File: config.mk
export PLATFORM = sky130hd
export DESIGN_NAME = axis_pkt_gen
export DESIGN_NICKNAME = d
export VERILOG_FILES = /design/src/rtl/axis_pkg.sv /design/src/rtl/axis_pkt_gen_chk.sv /design/src/rtl/axis_pkt_gen.sv
export SDC_FILE = /design/constraint.sdc
export NUM_CORES = 1
export LEC_CHECK = 0
export ABC_AREA = 0
export CORE_MARGIN = 2
export CORE_UTILIZATION = 49
export DETAILED_ROUTE_END_ITERATION = 8
export GPL_ROUTABILITY_DRIVEN = 1
export PLACE_DENSITY = 0.77
export RECOVER_POWER = 25
export SLEW_MARGIN = 5
export SYNTH_ARGS = -nofsm -noshare
export SYNTH_HDL_FRONTEND = slang
export SYNTH_SLANG_ARGS = --single-unit
export TNS_END_PERCENT = 100
File: constraint.sdc
create_clock -name clk -period 2.37 [get_ports clk]
set_clock_uncertainty 0.2 [all_clocks]
set_input_delay 0.5925 -clock clk [delete_from_list [all_inputs] [get_ports clk]]
set_output_delay 0.5925 -clock clk [all_outputs]
set_load 0.01 [all_outputs]
File: src/rtl/axis_pkg.sv
// Shared types and default widths for the AXI-Stream traffic blocks.
package axis_pkg;

   localparam int AXIS_DATA_W = 8;
   localparam int AXIS_LEN_W  = 8;

   typedef enum logic [0:0] {
      IDLE = 1'b0,
      SEND = 1'b1
   } pktgen_state_t;

endpackage

File: src/rtl/axis_pkt_gen_chk.sv
// Protocol checker for axis_pkt_gen: stream stability under backpressure,
// single-cycle done pulse and no valid data while idle.
module axis_pkt_gen_chk
   import axis_pkg::*;
#(
   parameter int WIDTH = AXIS_DATA_W
) (
   input logic              clk,
   input logic              rst,
   input pktgen_state_t     state,
   input logic              tvalid,
   input logic              tready,
   input logic [WIDTH-1:0]  tdata,
   input logic              tlast,
   input logic              done
);

   logic             stall_r;
   logic [WIDTH-1:0] tdata_r;
   logic             tlast_r;
   logic             done_r;

   // Remember the previous cycle and check the current one against it
   always_ff @(posedge clk) begin
      if (rst) begin
         stall_r <= 1'b0;
         tdata_r <= '0;
         tlast_r <= 1'b0;
         done_r  <= 1'b0;
      end else begin
         stall_r <= tvalid && !tready;
         tdata_r <= tdata;
         tlast_r <= tlast;
         done_r  <= done;
         if (stall_r) begin
            assert (tvalid && (tdata == tdata_r) && (tlast == tlast_r))
               else $error("axis_pkt_gen_chk: stream changed under backpressure");
         end
         assert (!(done && done_r))
            else $error("axis_pkt_gen_chk: done held longer than one cycle");
         assert (!((state == IDLE) && tvalid))
            else $error("axis_pkt_gen_chk: tvalid asserted while idle");
      end
   end

endmodule

File: src/rtl/axis_pkt_gen.sv
// AXI-Stream source: turns a len/seed/step command into a framed stream of
// arithmetic-sequence beats with TLAST on the final beat.
module axis_pkt_gen
   import axis_pkg::*;
#(
   parameter int WIDTH = AXIS_DATA_W,
   parameter int LEN_W = AXIS_LEN_W,
   parameter int CNT_W = 16
) (
   input  logic              clk,
   input  logic              rst,
   input  logic              cmd_valid,
   output logic              cmd_ready,
   input  logic [LEN_W-1:0]  cmd_len,
   input  logic [WIDTH-1:0]  cmd_seed,
   input  logic [WIDTH-1:0]  cmd_step,
   output logic [WIDTH-1:0]  m_axis_tdata,
   output logic              m_axis_tvalid,
   output logic              m_axis_tlast,
   input  logic              m_axis_tready,
   output logic              done,
   output logic [CNT_W-1:0]  frame_cnt
);

   localparam logic [LEN_W-1:0] LEN_ONE = LEN_W'(1);
   localparam logic [LEN_W-1:0] LEN_ZERO = LEN_W'(0);
   localparam logic [CNT_W-1:0] CNT_ONE = CNT_W'(1);

   pktgen_state_t    state_r;
   logic [LEN_W-1:0] len_r;
   logic [LEN_W-1:0] idx_r;
   logic [WIDTH-1:0] step_r;
   logic [WIDTH-1:0] tdata_r;
   logic             tvalid_r;
   logic             tlast_r;
   logic             done_r;
   logic [CNT_W-1:0] frame_cnt_r;

   assign cmd_ready     = (state_r == IDLE) && !rst;
   assign m_axis_tdata  = tdata_r;
   assign m_axis_tvalid = tvalid_r;
   assign m_axis_tlast  = tlast_r;
   assign done          = done_r;
   assign frame_cnt     = frame_cnt_r;

   // Frame FSM and beat datapath; every output comes straight from a register
   always_ff @(posedge clk) begin
      if (rst) begin
         state_r     <= IDLE;
         len_r       <= '0;
         idx_r       <= '0;
         step_r      <= '0;
         tdata_r     <= '0;
         tvalid_r    <= 1'b0;
         tlast_r     <= 1'b0;
         done_r      <= 1'b0;
         frame_cnt_r <= '0;
      end else begin
         done_r <= 1'b0;
         case (state_r)
            IDLE: begin
               if (cmd_valid) begin
                  // A zero-length command completes immediately without a beat
                  if (cmd_len == LEN_ZERO) begin
                     done_r <= 1'b1;
                  end else begin
                     len_r    <= cmd_len;
                     step_r   <= cmd_step;
                     idx_r    <= '0;
                     tdata_r  <= cmd_seed;
                     tvalid_r <= 1'b1;
                     tlast_r  <= (cmd_len == LEN_ONE);
                     state_r  <= SEND;
                  end
               end
            end
            SEND: begin
               if (tvalid_r && m_axis_tready) begin
                  if (tlast_r) begin
                     tvalid_r    <= 1'b0;
                     tlast_r     <= 1'b0;
                     done_r      <= 1'b1;
                     frame_cnt_r <= frame_cnt_r + CNT_ONE;
                     state_r     <= IDLE;
                  end else begin
                     tdata_r <= tdata_r + step_r;
                     idx_r   <= idx_r + LEN_ONE;
                     tlast_r <= ((idx_r + LEN_ONE) == (len_r - LEN_ONE));
                  end
               end
            end
            default: begin
               state_r  <= IDLE;
               tvalid_r <= 1'b0;
               tlast_r  <= 1'b0;
            end
         endcase
      end
   end

   axis_pkt_gen_chk #(
      .WIDTH (WIDTH)
   ) u_chk (
      .clk    (clk),
      .rst    (rst),
      .state  (state_r),
      .tvalid (tvalid_r),
      .tready (m_axis_tready),
      .tdata  (tdata_r),
      .tlast  (tlast_r),
      .done   (done_r)
   );

endmodule

=== Yosys cells after proc, flatten, opt, wreduce, memory -nomap -nowiden ===
Index checks and enable logic that the tools add are counted.

* Word-level logic and storage cells: 61
* Input port bits: 28
* Output and inout port bits: 28
* Bits in registers: 52

* Reductions and logical operators: 9
* $add $sub $neg: 4
* Multiplexer cells: 30
* Bitwise operators: 2
* Equal/unequal tests: 7

{| class="wikitable"
|+ Operator list
! cell !! count
|-
| 8-bit two-way mux || 8
|-
| 8-bit case mux with 2 select lines || 2
|-
| 16-bit by 1-bit adder with 16-bit output (second input constant) || 1
|-
| 1-bit two-way mux || 16
|-
| 3-bit AND reduction || 3
|-
| 8-bit by 1-bit adder with 8-bit output (second input constant) || 1
|-
| 8-bit adder || 1
|-
| 8-bit by 1-bit equality test with 1-bit output (second input constant) || 1
|-
| 8-bit equality test || 1
|-
| 8-bit logical NOT || 1
|-
| 1-bit case mux with 2 select lines || 4
|-
| 4-bit AND reduction || 2
|-
| 8-bit by 1-bit subtractor with 8-bit output (second input constant) || 1
|-
| 2-bit != test (second input constant) || 3
|-
| 2-bit by 1-bit != test with 1-bit output (second input constant) || 2
|-
| 1-bit logical AND || 2
|-
| 1-bit inverter || 2
|-
| 1-bit logical NOT || 1
|}

=== Longest topological paths before layout ===
Gate-level depths: netlist (run 1).

* Depth in word-level cells: 5
* Mapped depth: 9
* Depth with buffers taken out: 9

=== Worst setup path before layout (run 1) ===
No wires, ideal clock.

* Path kind: in2reg
* From: in cmd_len[2]
* To: reg tdata_r[6], in the netlist m_axis_tdata[6]
* Buffers on the path: 1
* Required time: 2079 ps
* Library setup time: 91 ps
* Arrival: 1955 ps
* Cell stages on the path: 5
* Path slack: 124 ps
* Cells stage by stage: or4_1 > o31ai_2 > nand2_1 > buf_2 > a311oi_1

* Word-level cells in the longest chain between the ends: 3

{| class="wikitable"
|+ Ends and longest elaborated chain
! what !! line !! source
|-
| start: declaration || axis_pkt_gen.sv:14 || <nowiki>input logic [LEN_W-1:0] cmd_len,</nowiki>
|-
| 8-bit logical NOT || axis_pkt_gen.sv:64 || <nowiki>if (cmd_len == LEN_ZERO) begin</nowiki>
|-
| 2-bit != test (no source line) || n/a ||
|-
| 4-bit AND reduction (no source line) || n/a ||
|-
| end signal: assignment || axis_pkt_gen.sv:70 || <nowiki>tdata_r <= cmd_seed;</nowiki>
|-
| end signal: assignment || axis_pkt_gen.sv:86 || <nowiki>tdata_r <= tdata_r + step_r;</nowiki>
|-
| end: declaration || axis_pkt_gen.sv:33 || <nowiki>logic [WIDTH-1:0] tdata_r;</nowiki>
|}

Every way passes these cells.
A chain may end at the register's enable or synchronous reset.

=== Worst setup path after layout (run 1) ===
* From: in cmd_len[5]
* To: reg idx_r[5]

* Word-level cells in the longest chain between the ends: 3

{| class="wikitable"
|+ Ends and longest elaborated chain
! what !! line !! source
|-
| 8-bit logical NOT || axis_pkt_gen.sv:64 ||
|-
| 2-bit != test (no source line) || n/a ||
|-
| 4-bit AND reduction (no source line) || n/a ||
|-
| end signal: assignment || axis_pkt_gen.sv:87 || <nowiki>idx_r <= idx_r + LEN_ONE;</nowiki>
|-
| end: declaration || axis_pkt_gen.sv:31 || <nowiki>logic [LEN_W-1:0] idx_r;</nowiki>
|}

Every way passes these cells.

==> metrics.txt, run 1 <==
fraction of registers with async set or reset after synthesis 0; highest clock rate 443 MHz; port bufs 55; via count 2514; Final Hold Viols 0; power share of the clock group 0.279; Peak supply drop 0.000288 V; die height 78.6 um; Synth Area in Compound Gates 0.123; fin. max-slew vios 0; drt pass-1 iters 4; global-route usage over all layers 0.214; routed len/inst 13.4 um; Final Setup Violations 0; Synth Area in Simple Gates 0.239; synthesized cell area 0.00273 mm^2; DP HPWL 4630 um; final instance area 0.00365 mm^2; XOR/XNOR Fraction of Synth Area 0.109; synthesized instance count 328; Pleak 0.00147 uW; R2R setup slack 0.15 ns; type of the worst min-delay path reg -> reg; vias in the first global route 2431; dominant combinational cell family by area after synthesis simple AND/OR/NAND/NOR gates; Worst Path Max Fanout 8; Clock transition at path regs 0.09 ns; Slew HR 0.730; min setup slack post-route 0.111 ns; Critical Path RT 2.41 ns; crit-path cells dlygate4sd2_1 > or4_4 > o31ai_4 > nand2_2 > buf_8 > o21ai_2 > a22oi_2 > nor2_1; H-Tree Depth 2; TritonCTS clock tree built; R2R Path End m_axis_tlast$_SDFFE_PP0P_; worst-case clock buffer depth 2; post-synth top area share 0.382; mux share of post-synthesis cell area 0.0514; Hold Path Depth 2; CP Capture Type flip-flop; Critical Path Start Type input port; clk_lat worst skew 0.30 ns; Area after DPL 0.00349 mm^2; # nets final 442; Synth warnings 0; fillcell total 458; switching share of power 0.275; largest net degree at the start of global routing 39; crit path max-delay cell type or4_4; Reg2Reg Launch Point idx_r[0]$_SDFFE_PP0P_; PD cells 513 mW/mm^2; vias per cell 5.28; drt drc 0; Final Cycle Share 0.953; Root Driver clkbuf_8; Num Clock Sinks 52; Sw Pwr 515 uW; grt ovf 0; reg2reg path depth 7; Final GP Congestion 0.822; Hold EP len_r[7]$_SDFFE_PP0P_; Mean Syn Cell Area 8.31 um^2; Inserted Diodes 0; combinational power share 0.218; dpl ws -0.503 ns; row count 27; Synth area leaders dfxtp_1, xnor2_1, nor2_1; total CTS buffers 5; Seq/Total Area, Yosys 0.382; share of layout cells above drive strength 1 0.124; internal power 1360 uW; initial antenna violation count 0; Seq pwr share 0.504; max cap viols 0; total core area 0.00544 mm^2; RSZ-0062 raised after global routing no; Setup CP Type in -> reg; DRT Wirelength 6380 um; Die ar. 0.00618 mm^2; library cells used by synthesis 45; Setup TNS Final 0 ns; FF+latch count, synth 52; Worst Path Buf+Inv 2; Die W 78.6 um; synthesized-area fraction occupied by adder cells 0.0532; Area Growth Syn to Fin 33.9%; Routed Antenna Nets 0; Slew @ Worst Pin 0.405 ns; number of flops mapped to enable cells by yosys 0; Post-CTS Hold Fix Bufs 0; Arr. time, crit path 2.30 ns; peak per-stage delay on the critical path 0.57 ns; dominant synthesized flop cell dfxtp_1; largest area contributor in the netlist dfxtp_1; Synth Net Count 367; status completed; first-pass GRT wire length 10700 um; HP Start len_r[7]$_SDFFE_PP0P_; I/O pin count 56; shortest clock period the worst path allows after layout 2.26 ns; cell family with most CP delay simple AND/OR/NAND/NOR gates; DRT iter0 DRCs 116; Initial Util 0.501
synth_stat cells (2+ instances only):
master    count
a211oi_1      7
a21oi_1      24
a22oi_1       3
a31oi_1       3
and3_1        4
and4_1        2
buf_1         2
buf_4         2
clkbuf_1      9
dfxtp_1      52
ha_1         10
inv_1        13
mux2i_1      14
nand2_1      29
nand2b_1      2
nand3_1      10
nand4_1       5
nor2_1       45
nor2b_1       6
nor3_1        7
nor3b_1       2
o21ai_0      13
or3_1         9
or4_1         2
xnor2_1      21
xor2_1       13
worst max path at each step:
stage	depth (start not counted)	endpoint	from	slack, ns
2_1_floorplan	5	m_axis_tdata[6]$_SDFFE_PP0P_	cmd_len[2]	0.12
3_3_place_gp	7	idx_r[7]$_SDFFE_PP0P_	cmd_len[2]	-0.40
3_5_place_dp	7	idx_r[7]$_SDFFE_PP0P_	cmd_len[2]	-0.50
4_1_cts	6	m_axis_tdata[6]$_SDFFE_PP0P_	cmd_len[2]	0.002
5_1_grt	8	idx_r[5]$_SDFFE_PP0P_	cmd_len[5]	0.01
6_report	8	idx_r[5]$_SDFFE_PP0P_	cmd_len[5]	0.11
sequential cells by signal (all words and copies together), names as in the netlist:
register       count
done               1
frame_cnt         16
idx_r              8
len_r              8
m_axis_tdata       8
m_axis_tlast       1
m_axis_tvalid      1
state_r            1
step_r             8
stage by stage:
stage	cells	total power, uW	utilization	hold WS (ns)
after floorplan	328	1200	-	0.250
after global placement	465	1340	0.642	0.261
after detailed placement	465	1360	0.642	0.278
after CTS	475	1880	0.666	0.291
after global routing	476	1960	0.671	0.311
final	476	1870	0.671	0.286
logic make-up (layout without fill, tap and decap cells):
family | Yosys count | count (layout)
AO/OA/AOI/OAI | 57 | 57
buffers and inverters | 28 | 104
XOR/XNOR | 34 | 34
multiplexers | 14 | 14
adder cells (fa/ha/maj) | 11 | 11
AND/OR/NAND/NOR | 132 | 132
flip-flops | 52 | 52
power by group through the flow:
stage	Sequential [uW]	Combinational, uW	Clock [uW]
final	944	408	522
after floorplan	964	237	0
after detailed placement	964	393	0
after global placement	962	382	0
after global routing	949	448	561
after CTS	943	405	532
layer usage:
| layer | part of all wire | track usage | up-vias |
|---|---|---|---|
| li1 | - | - | 1279 |
| met1 | 0.44 | 0.258 | 1181 |
| met2 | 0.49 | 0.352 | 41 |
| met3 | 0.043 | 0.0529 | 13 |
| met4 | 0.021 | 0.107 | 0 |
| met5 | 0 | 0 | - |
final cells by class:
type / instances / area [um^2] / area share
tap: 72 / 90.1 / 0.0247
multi-input combinational: 248 / 1630 / 0.445
inverter: 13 / 48.8 / 0.0134
clock buffer: 6 / 82.6 / 0.0226
clock inverter: 2 / 10.0 / 0.00274
timing repair buffer: 83 / 753 / 0.206
sequential: 52 / 1040 / 0.285
layout by cell type (no fill, tap or decap), drive strengths merged, types with 2 or more instances in the layout:
master and count:
dfxtp 52, nor2 47, clkdlybuf4s50 37, nand2 29, buf 27, a21oi 24, xnor2 21, mux2i 14
o21ai 14, inv 13, xor2 13, dlygate4sd3 13, nand3 10, ha 10, or3 10, clkbuf 8
nor3 7, a211oi 7, nor2b 6, nand4 5, and3 4, a31oi 3, dlygate4sd2 3, or4 3
a22oi 3, and4 2, nand2b 2, nor3b 2, clkinv 2
tightest hold or removal path, cell delays in order (launching register included):
cell	delay (ns)
dfxtp_1	0.33
nand2_1	0.06
a21oi_1	0.06
timing repair:
item | CTS | global route
hold endpoints to repair | 0 | 0
gates resized for setup | 12 | 10
pin swaps | 7 | 6
cloned | 2 | 0
endpoints found under the setup margin | 24 | 19
setup buffers | 0 | 2
Power figures use the tool's default switching activity.
==> run 2, diff against run 1 <==
--- a/config.mk
+++ b/config.mk
@@ -10,8 +10,10 @@
 export CORE_UTILIZATION = 49
 export DETAILED_ROUTE_END_ITERATION = 8
 export GPL_ROUTABILITY_DRIVEN = 1
+export MAX_ROUTING_LAYER = met4
 export PLACE_DENSITY = 0.77
 export RECOVER_POWER = 25
+export SETUP_SLACK_MARGIN = 0.15
 export SLEW_MARGIN = 5
 export SYNTH_ARGS = -nofsm -noshare
 export SYNTH_HDL_FRONTEND = slang
==> metrics.txt, run 2 (synthesis results as in run 1) <==
status completed; Num Clock Sinks 52 (unchanged); first-pass GRT wire length 10500 um (-1.6%); Seq pwr share 0.500 (-0.004); dpl ws -0.440 ns (+0.0635 ns); shortest clock period the worst path allows after layout 2.23 ns (-0.0277 ns); die height 78.6 um (unchanged); Die W 78.6 um (unchanged); H-Tree Depth 2 (unchanged); R2R setup slack 0.23 ns (+0.08 ns); RSZ-0062 raised after global routing yes; Worst Path Max Fanout 7 (-1); highest clock rate 448 MHz (+1.2%); Area Growth Syn to Fin 34.6%; most frequent cells in the layout dfxtp_1, nor2_1, clkdlybuf4s50_1; combinational power share 0.214 (-0.004); PD cells 515 mW/mm^2 (+0.42%); met1 usage in global routing 0.255 (-0.00363); Final Cycle Share 0.942 (-0.0117); Final Power 1890 uW (+0.97%); port bufs 55 (unchanged); reg2reg path depth 6 (-1); Area after DPL 0.00351 mm^2 (+0.43%); share of layout cells above drive strength 1 0.132 (+0.00775); drt pass-1 iters 4 (unchanged); final instance area 0.00367 mm^2 (+0.55%); Initial Util 0.501 (unchanged); Reg2Reg Launch Point len_r[2]$_SDFFE_PP0P_; Sw Pwr 507 uW (-1.5%); initial antenna violation count 0 (unchanged); post-layout util 0.675 (+0.00368); Peak supply drop 0.000385 V (+34%); row count 27 (unchanged); internal power 1380 uW (+1.9%); Critical Path Start Type input port; vias per cell 5.28 (about the same); TritonCTS clock tree built; Non-Filler Instances 475 (-0.21%); met3 Usage GRT 0.0425 (-0.0103); drt drc 0 (unchanged); Slew @ Worst Pin 0.438 ns (+0.0322 ns); R2R Path End m_axis_tlast$_SDFFE_PP0P_; DRT iter0 DRCs 100 (-14%); CP Capture Type flip-flop; grt ovf 0 (unchanged); max cap viols 0 (unchanged); Final Hold Viols 0 (unchanged); Setup CP Type in -> reg; clk_lat worst skew 0.30 ns (about the same); # nets final 442 (unchanged); Root Driver clkbuf_8; HP Start len_r[7]$_SDFFE_PP0P_; Post-CTS Hold Fix Bufs 0 (unchanged); Die ar. 0.00618 mm^2 (unchanged); via count 2507 (-0.28%); Slew HR 0.708 (-0.0215); fin. max-slew vios 0 (unchanged); min setup slack post-route 0.138 ns (+0.0277 ns); DP HPWL 4630 um (+0.16%); Final GP Congestion 0.864 (+5.1%); type of the worst min-delay path reg -> reg; Pleak 0.00146 uW (-0.46%); fillcell total 469 (+2.4%); Hold EP len_r[7]$_SDFFE_PP0P_; commonest non-fill, non-tap cell in the layout dfxtp_1; Inserted Diodes 0 (unchanged); worst-case clock buffer depth 2 (unchanged); vias in the first global route 2368 (-2.6%); total CTS buffers 5 (unchanged); placed insts 467 (+0.43%); DRT Wirelength 6410 um (+0.49%); gr busiest metal met2; Arr. time, crit path 2.21 ns (-0.09 ns); global-route usage over all layers 0.217 (+0.00294); met2 GRT Util 0.370 (+0.0179); routed len/inst 13.5 um (+0.70%); power share of the clock group 0.285 (+0.006); Hold Path Depth 2 (unchanged); Clock transition at path regs 0.09 ns (about the same); max reg flops 16 (unchanged); largest net degree at the start of global routing 43 (+10%); total core area 0.00544 mm^2 (unchanged); Routed Antenna Nets 0 (unchanged); I/O pin count 56 (unchanged); Final Setup Violations 0 (unchanged); switching share of power 0.268 (-0.00679); Critical Path RT 2.35 ns (-0.06 ns)
==> run 2: worst max-delay path: stages <==
cell and delay (ns):
clkdlybuf4s15_1 0.19, or4_4 0.56, o31ai_4 0.28, clkbuf_2 0.30
mux2i_1 0.22, nor2_1 0.05
==> run 2: through the flow <==
stage / TNS, ns / hold WS [ns]
after floorplan: 0 / 0.250
after global placement: -11.32 / 0.262
after detailed placement: -12.66 / 0.271
after CTS: 0 / 0.284
after global routing: 0 / 0.317
final: 0 / 0.277
==> run 2: final cells by class <==
| type | instances | area (um^2) | share of cell area |
|---|---|---|---|
| sequential | 52 | 1040 | 0.285 |
| clock buffer | 7 | 96.3 | 0.0262 |
| tap | 72 | 90.1 | 0.0245 |
| multi-input combinational | 248 | 1640 | 0.446 |
| inverter | 13 | 48.8 | 0.0133 |
| timing repair buffer | 83 | 752 | 0.205 |
==> run 2: routing by layer <==
metal	share of wire	wire, um	vias to the layer above
met2	0.52	3310	48
li1	-	-	1283
met4	0.011	71	0
met3	0.040	258	7
met1	0.43	2770	1169
met5	0	0	-
==> run 2: repair_timing <==
item / 4_1_cts / 5_1_grt
gates cloned: 1 / 0
endpoints found under the setup margin: 34 / 23
gates resized for setup: 14 / 21
pin swaps: 6 / 7
setup buffers: 0 / 0
==> run 2: worst max-delay path by stage <==
| stage | cells past startpoint | from | endpoint |
|---|---|---|---|
| after floorplan | 5 | cmd_len[2] | m_axis_tdata[6]$_SDFFE_PP0P_ |
| after global placement | 7 | cmd_len[2] | idx_r[7]$_SDFFE_PP0P_ |
| after detailed placement | 7 | cmd_len[2] | idx_r[7]$_SDFFE_PP0P_ |
| after CTS | 6 | cmd_len[4] | m_axis_tdata[6]$_SDFFE_PP0P_ |
| after global routing | 7 | cmd_len[3] | idx_r[7]$_SDFFE_PP0P_ |
| final | 6 | cmd_len[3] | step_r[1]$_SDFFE_PP0P_ |
==> run 2: power by group through the flow <==
stage / clock network [uW] / registers (uW) / logic (uW)
6_report: 540 / 946 / 405
5_1_grt: 587 / 952 / 446
4_1_cts: 553 / 944 / 404
3_5_place_dp: 0 / 964 / 393
3_3_place_gp: 0 / 963 / 384
2_1_floorplan: 0 / 964 / 239
